==> config.mk <==
export PLATFORM = sky130hd
export DESIGN_NAME = md5_reverse_rounds
export DESIGN_NICKNAME = d
export VERILOG_FILES = /design/src/rtl/md5_pkg.sv /design/src/rtl/right_rotate.sv /design/src/rtl/md5_reverse_rounds.sv
export SDC_FILE = /design/constraint.sdc
export NUM_CORES = 2
export LEC_CHECK = 0
export ABC_AREA = 1
export BUFFER_PORTS_ARGS = -buffer_cell sky130_fd_sc_hd__buf_2
export CAP_MARGIN = 20
export CORE_AREA = 5 5 296 298
export DETAILED_ROUTE_END_ITERATION = 16
export DIE_AREA = 0 0 301 303
export GPL_TIMING_DRIVEN = 0
export PLACE_DENSITY = 0.74
export SLEW_MARGIN = 40
export SYNTH_ARGS = -nofsm -noshare
export SYNTH_HDL_FRONTEND = slang
export SYNTH_HIERARCHICAL = 1
export SYNTH_SLANG_ARGS = --single-unit
export TNS_END_PERCENT = 20
==> constraint.sdc <==
create_clock -name clk -period 60.9 [get_ports clk]
set_input_delay 18.27 -clock clk [delete_from_list [all_inputs] [get_ports clk]]
set_output_delay 18.27 -clock clk [all_outputs]
set_load 0.01 [all_outputs]
==> src/rtl/md5_pkg.sv <==
// Shared MD5 constants and helpers for the forward compression core and the
// reverse-round inverter: K table, per-step shift schedule, round function,
// message word index and word packing.
package md5_pkg;

    typedef enum logic [1:0] {
        ST_IDLE = 2'd0,
        ST_RUN  = 2'd1,
        ST_DONE = 2'd2
    } rev_state_e;

    localparam logic [31:0] K_TABLE [64] = '{
        32'hd76aa478, 32'he8c7b756, 32'h242070db, 32'hc1bdceee,
        32'hf57c0faf, 32'h4787c62a, 32'ha8304613, 32'hfd469501,
        32'h698098d8, 32'h8b44f7af, 32'hffff5bb1, 32'h895cd7be,
        32'h6b901122, 32'hfd987193, 32'ha679438e, 32'h49b40821,
        32'hf61e2562, 32'hc040b340, 32'h265e5a51, 32'he9b6c7aa,
        32'hd62f105d, 32'h02441453, 32'hd8a1e681, 32'he7d3fbc8,
        32'h21e1cde6, 32'hc33707d6, 32'hf4d50d87, 32'h455a14ed,
        32'ha9e3e905, 32'hfcefa3f8, 32'h676f02d9, 32'h8d2a4c8a,
        32'hfffa3942, 32'h8771f681, 32'h6d9d6122, 32'hfde5380c,
        32'ha4beea44, 32'h4bdecfa9, 32'hf6bb4b60, 32'hbebfbc70,
        32'h289b7ec6, 32'heaa127fa, 32'hd4ef3085, 32'h04881d05,
        32'hd9d4d039, 32'he6db99e5, 32'h1fa27cf8, 32'hc4ac5665,
        32'hf4292244, 32'h432aff97, 32'hab9423a7, 32'hfc93a039,
        32'h655b59c3, 32'h8f0ccc92, 32'hffeff47d, 32'h85845dd1,
        32'h6fa87e4f, 32'hfe2ce6e0, 32'ha3014314, 32'h4e0811a1,
        32'hf7537e82, 32'hbd3af235, 32'h2ad7d2bb, 32'heb86d391
    };

    // Rows are rounds, columns are step_index[1:0].
    localparam logic [4:0] SHIFT_TABLE [4][4] = '{
        '{5'd7, 5'd12, 5'd17, 5'd22},
        '{5'd5, 5'd9,  5'd14, 5'd20},
        '{5'd4, 5'd11, 5'd16, 5'd23},
        '{5'd6, 5'd10, 5'd15, 5'd21}
    };

    function automatic logic [4:0] shift_amt(input logic [5:0] step);
        return SHIFT_TABLE[step[5:4]][step[1:0]];
    endfunction

    function automatic logic [31:0] round_f(input logic [1:0] rnd, input logic [31:0] b,
                                            input logic [31:0] c, input logic [31:0] d);
        logic [31:0] res;
        res = '0;
        case (rnd)
            2'd0: res = (b & c) | (~b & d);
            2'd1: res = (d & b) | (~d & c);
            2'd2: res = b ^ c ^ d;
            2'd3: res = c ^ (b | ~d);
        endcase
        return res;
    endfunction

    // 4-bit arithmetic wraps mod 16, which is exactly the schedule's modulus.
    function automatic logic [3:0] msg_index(input logic [5:0] step);
        logic [3:0] ii;
        logic [3:0] res;
        ii  = step[3:0];
        res = ii;
        case (step[5:4])
            2'd0: res = ii;
            2'd1: res = ii * 4'd5 + 4'd1;
            2'd2: res = ii * 4'd3 + 4'd5;
            2'd3: res = ii * 4'd7;
        endcase
        return res;
    endfunction

    function automatic logic [31:0] get_word(input logic [511:0] blk, input logic [3:0] j);
        return blk[{j, 5'd0} +: 32];
    endfunction

    function automatic logic [127:0] pack_state(input logic [31:0] a, input logic [31:0] b,
                                                input logic [31:0] c, input logic [31:0] d);
        return {d, c, b, a};
    endfunction

endpackage

==> src/rtl/right_rotate.sv <==
// Step-indexed right rotate; undoes the forward core's left rotate for the
// same step index.
module right_rotate
    import md5_pkg::*;
(
    input  logic [31:0] data_in,
    input  logic [5:0]  step_index,
    output logic [31:0] data_out
);

    logic [4:0] sh;

    // Shift amount never reaches 0, so the 32-s left shift stays in range.
    always_comb begin
        sh       = shift_amt(step_index);
        data_out = (data_in >> sh) | (data_in << (6'd32 - {1'b0, sh}));
    end

endmodule

==> src/rtl/md5_reverse_rounds.sv <==
// Iterative MD5 round inverter: one inverse compression step per clock,
// step 63 down to step 0, returning the state that entered step 0.
//
// state | meaning
// IDLE  | waiting for start, state_out holds last result
// RUN   | applying inverse of step i, i counts 63 -> 0
// DONE  | result valid, done pulses for one cycle
module md5_reverse_rounds
    import md5_pkg::*;
(
    input  logic         clk,
    input  logic         rst,
    input  logic         start,
    input  logic [127:0] state_in,
    input  logic [511:0] block_in,
    output logic         busy,
    output logic         done,
    output logic [127:0] state_out
);

    rev_state_e   fsm_q, fsm_d;
    logic [5:0]   step_q, step_d;
    logic [31:0]  a_q, a_d, b_q, b_d, c_q, c_d, d_q, d_d;
    logic [511:0] blk_q, blk_d;
    logic         busy_q, busy_d;
    logic         done_q, done_d;

    logic [31:0]  diff_bc;
    logic [31:0]  t_rot;
    logic [31:0]  a_prev;

    right_rotate u_rotate (
        .data_in    (diff_bc),
        .step_index (step_q),
        .data_out   (t_rot)
    );

    // Inverse step datapath: recover A from the rotated sum, registers shift back.
    always_comb begin
        diff_bc = b_q - c_q;
        a_prev  = t_rot
                - round_f(step_q[5:4], c_q, d_q, a_q)
                - K_TABLE[step_q]
                - get_word(blk_q, msg_index(step_q));
    end

    // Sequencer next-state: accept in IDLE/DONE, step down in RUN.
    always_comb begin
        fsm_d  = fsm_q;
        step_d = step_q;
        a_d    = a_q;
        b_d    = b_q;
        c_d    = c_q;
        d_d    = d_q;
        blk_d  = blk_q;
        busy_d = busy_q;
        done_d = 1'b0;
        case (fsm_q)
            ST_IDLE, ST_DONE: begin
                fsm_d  = ST_IDLE;
                busy_d = 1'b0;
                if (start) begin
                    a_d    = state_in[31:0];
                    b_d    = state_in[63:32];
                    c_d    = state_in[95:64];
                    d_d    = state_in[127:96];
                    blk_d  = block_in;
                    step_d = 6'd63;
                    busy_d = 1'b1;
                    fsm_d  = ST_RUN;
                end
            end
            ST_RUN: begin
                a_d    = a_prev;
                b_d    = c_q;
                c_d    = d_q;
                d_d    = a_q;
                step_d = step_q - 6'd1;
                if (step_q == 6'd0) begin
                    fsm_d  = ST_DONE;
                    busy_d = 1'b0;
                    done_d = 1'b1;
                end
            end
            default: begin
                fsm_d  = ST_IDLE;
                busy_d = 1'b0;
            end
        endcase
    end

    // State registers; reset clears everything including the latched block.
    always_ff @(posedge clk or posedge rst) begin
        if (rst) begin
            fsm_q  <= ST_IDLE;
            step_q <= 6'd0;
            a_q    <= '0;
            b_q    <= '0;
            c_q    <= '0;
            d_q    <= '0;
            blk_q  <= '0;
            busy_q <= 1'b0;
            done_q <= 1'b0;
        end else begin
            fsm_q  <= fsm_d;
            step_q <= step_d;
            a_q    <= a_d;
            b_q    <= b_d;
            c_q    <= c_d;
            d_q    <= d_d;
            blk_q  <= blk_d;
            busy_q <= busy_d;
            done_q <= done_d;
        end
    end

    assign busy      = busy_q;
    assign done      = done_q;
    assign state_out = pack_state(a_q, b_q, c_q, d_q);

endmodule

==> parameters.txt <==
Parameter                              Value

Outcome
  Status    complete, no violations

Detailed routing
  Routed length per instance    27.49 um
  Post-Route WL    228600 um
  Wire length on met2    94830 um
  WL met1    78970 um
  Detailed-router iteration count before antenna repair    7
  Total vias in the final route    50.93k
  # DRC    0
  Uppermost layer routed    met5
  Via density per instance    6.125
  ANT nets after route    0
  Number of DRC markers in iteration 0    7174
  Metal3 WL    30000 um

Yosys
  Synth Net Count    7049
  Sequential-to-total area share from yosys stat    37.35%
  Post-synthesis instance total    6245
  Dominant cells by area after synthesis    dfrtp_1 37%, nand2_1 20%, o21ai_0 5.4%, nand3_1 5.2%, inv_1 4.8%
  Mean area per synthesized cell    6.963 um2
  Proportion of register bits with asynchronous set or reset after synthesis    100.0%
  Synth area leader    dfrtp_1
  Mapped cell area    0.04348 mm2
  Warnings, synthesis    6
  Synthesis-stage register bit count    649
  Distinct cell type count after synthesis    64
  Proportion of netlist area held by the largest area contributor    37.35%
  Most used DFF post-synth    dfrtp_1
  Number of enable flip-flop cells after synthesis    0

Timing
  Smallest setup slack after layout    40.50 ns
  RSZ-0062 raised after global routing    no
  Peak Freq    0.04901 GHz
  Least-Margin Pin Slew    0.9547 ns
  Final worst-path cycle share    33.50%
  Max-slew violation total from the final report    0
  Slew headroom    35.68%
  Smallest hold slack    0.4794 ns
  Shortest clock period the worst path allows after layout    20.40 ns
  TNS Setup    0 ns
  Endpoints failing hold    0
  Number of setup violations in the final report    0
  Clock tree skew after final layout    0.02484 ns

Critical path
  Arrival time of data at the critical path endpoint    20.98 ns
  Crit start category    input port
  Depth of the worst register-to-register path    27
  Largest driver fanout on the critical path    10
  CP required    61.48 ns
  RR Startpoint    step_q[1]
  CP startpoint    start
  Kind of critical path    input port to flop
  Slack of the worst reg-to-reg path    51.65 ns
  Type of destination of the critical path    flop
  Capture instance of the worst register-to-register path    a_q[27]

Clocking
  Inserted Clock Buffers    70
  Cell at the root of the clock tree    clkbuf_16
  TritonCTS clock tree    yes
  Number of buffers inserted to repair setup after CTS    0
  Maximum buffer depth of the clock tree    3
  Clock-pin transition on the worst setup and hold timing paths    0.06 ns
  Clock sink count    649
  Clock Latency Late Sink    0.65 ns
  Count of H-tree levels built during CTS    3
  Hold Buf Count CTS    0
  Number of gates resized after CTS    0

Worst hold path
  Number of stages on the worst hold path    2
  Startpoint of the lowest-slack hold path    blk_q[123]
  Class of the worst hold path    flop to flop
  End of the worst hold path    blk_q[123]

Final layout
  Post-layout net count    7905
  Register area    0.01624 mm2
  Footprint of the multi-input gates    0.02336 mm2
  P&R area growth vs syn    18.38%
  Share of final-layout standard cells stronger than drive strength 1    15.60%
  Finished Core Util    60.83%
  Number of fill cells in the layout    8056

Pwr
  Total leakage power    27.06 nW
  IR drop worst, VDD    0.01809 mV
  Power Density    17.74 mW/mm2
  Total chip power    0.0009132 W

Die
  Core outline area    0.08461 mm2
  Die Span Y    303 um
  Die span in x    301 um
  Count of standard-cell rows    107
  Die area    0.09120 mm2
  Initial core utilization    51.39%
  # IOs    773

Placed design
  Half-perimeter wire length after placement    182500 um
  I/O Buffers    772
  GPL Wtd Cong    1.127
  Post-placement worst setup slack    39.72 ns

GRT
  Wire length of the first global-routing pass    322000 um
  Largest net degree at the start of global routing    84
  Number of global-route vias before repair    47.89k
  GR Util All Layers    48.38%
  Total congestion overflow after global routing    0
  Initial antenna violation count    18

Job
  # Max-Cap Violations    0
==> flip-flops by register name, indices dropped and copies added, names as in the netlist <==
signal  flops
fsm_q       2
done        1
blk_q     512
b_q        32
step_q      6
c_q        32
a_q        32
d_q        32
==> logic make-up (layout without fill, tap and decap cells) <==
logic type | count (synthesis) | after routing | share of synthesized area (%)
fa+ha+maj | 161 | 161 | 5.772
xor+xnor | 33 | 33 | 0.6647
compound gates | 1235 | 1235 | 17.16
flops | 649 | 649 | 37.35
buf+inv | 926 | 1836 | 8.978
simple gates | 3241 | 3241 | 30.08
other cells | 0 | 16 | 0
==> worst max path at each step <==
stage                     slack, ns  depth (start not counted)          to
after detailed placement      39.72                          8  blk_q[284]
after global routing          40.55                          8  blk_q[255]
after CTS                     40.37                          8  blk_q[284]
after global placement        17.39                          2  blk_q[323]
final                         40.50                          8  blk_q[255]
after floorplan               24.45                          1      a_q[0]
==> where the power goes <==
group          internal [W]  switching (W)
sequential         0.000431              0
clock              0.000251       0.000194
combinational     0.0000161      0.0000206
total              0.000698       0.000215
==> cells in the mapped netlist, types with 5 or more instances <==
library cell / number
buf_6: 26
a21oi_1: 298
o31ai_2: 13
nor3_1: 23
o21ai_0: 471
nor2_1: 351
buf_2: 60
nand2_4: 12
xnor2_1: 15
clkinv_1: 5
ha_1: 95
nand2_2: 14
nor4_1: 5
o21ai_1: 50
o221ai_1: 71
o2111ai_1: 6
a21o_1: 10
inv_1: 560
fa_1: 66
a31oi_1: 30
nand3_2: 6
o32ai_1: 38
clkbuf_1: 210
o21bai_1: 9
buf_4: 37
nand2_1: 2327
buf_1: 16
o22ai_1: 17
o211ai_1: 157
nand4_1: 32
inv_2: 8
xor2_1: 18
a221oi_1: 11
o311ai_1: 11
nand3_1: 456
a32o_1: 8
dfrtp_1: 649
==> per-stage QoR <==
step / instances / cell area, um2
global placement: 8161 / 48780
floorplan: 6245 / 43480
CTS: 8298 / 51410
detailed placement: 8172 / 49080
global route: 8312 / 51470
finish: 8315 / 51470
==> area by class of cell <==
| cell class | count | area share [%] |
|---|---|---|
| Antenna cell | 16 | 0.07779 |
| Buffer | 350 | 3.410 |
| Clock buffer | 97 | 3.855 |
| Clock inverter | 29 | 0.6782 |
| Inverter | 576 | 4.230 |
| Multi-Input combinational cell | 4670 | 45.39 |
| Sequential cell | 649 | 31.55 |
| Tap cell | 1144 | 2.781 |
| Timing Repair Buffer | 784 | 8.022 |
==> routing by layer <==
layer | vias up | GRT usage, %
met1 | 23580 | 58.04
met2 | 4139 | 71.20
met5 | - | 0
met4 | 2 | 39.99
met3 | 1011 | 15.43
li1 | 22200 | -
==> cell usage in the layout, fill, tap and decap left out, types with 32 or more instances in the layout <==
cell       synthesis  final
a21oi_1          298    298
buf_2             60    836
buf_4             37     38
clkbuf_1         210    210
clkbuf_16          0     71
dfrtp_1          649    648
fa_1              66     66
ha_1              95     95
inv_1            560    559
nand2_1         2327   2326
nand3_1          456    456
nand4_1           32     32
nor2_1           351    350
o211ai_1         157    157
o21ai_0          471    470
o21ai_1           50     51
o221ai_1          71     71
o32ai_1           38     38
==> critical path, cell delays in order <==
cell and delay (ns):
buf_2 0.08, nand2_2 0.34, clkinv_1 0.24, clkbuf_2 0.54
clkbuf_2 0.56, clkbuf_1 0.46, nand2_1 0.32, nand2_1 0.13
(Power assumes the default switching activity.)
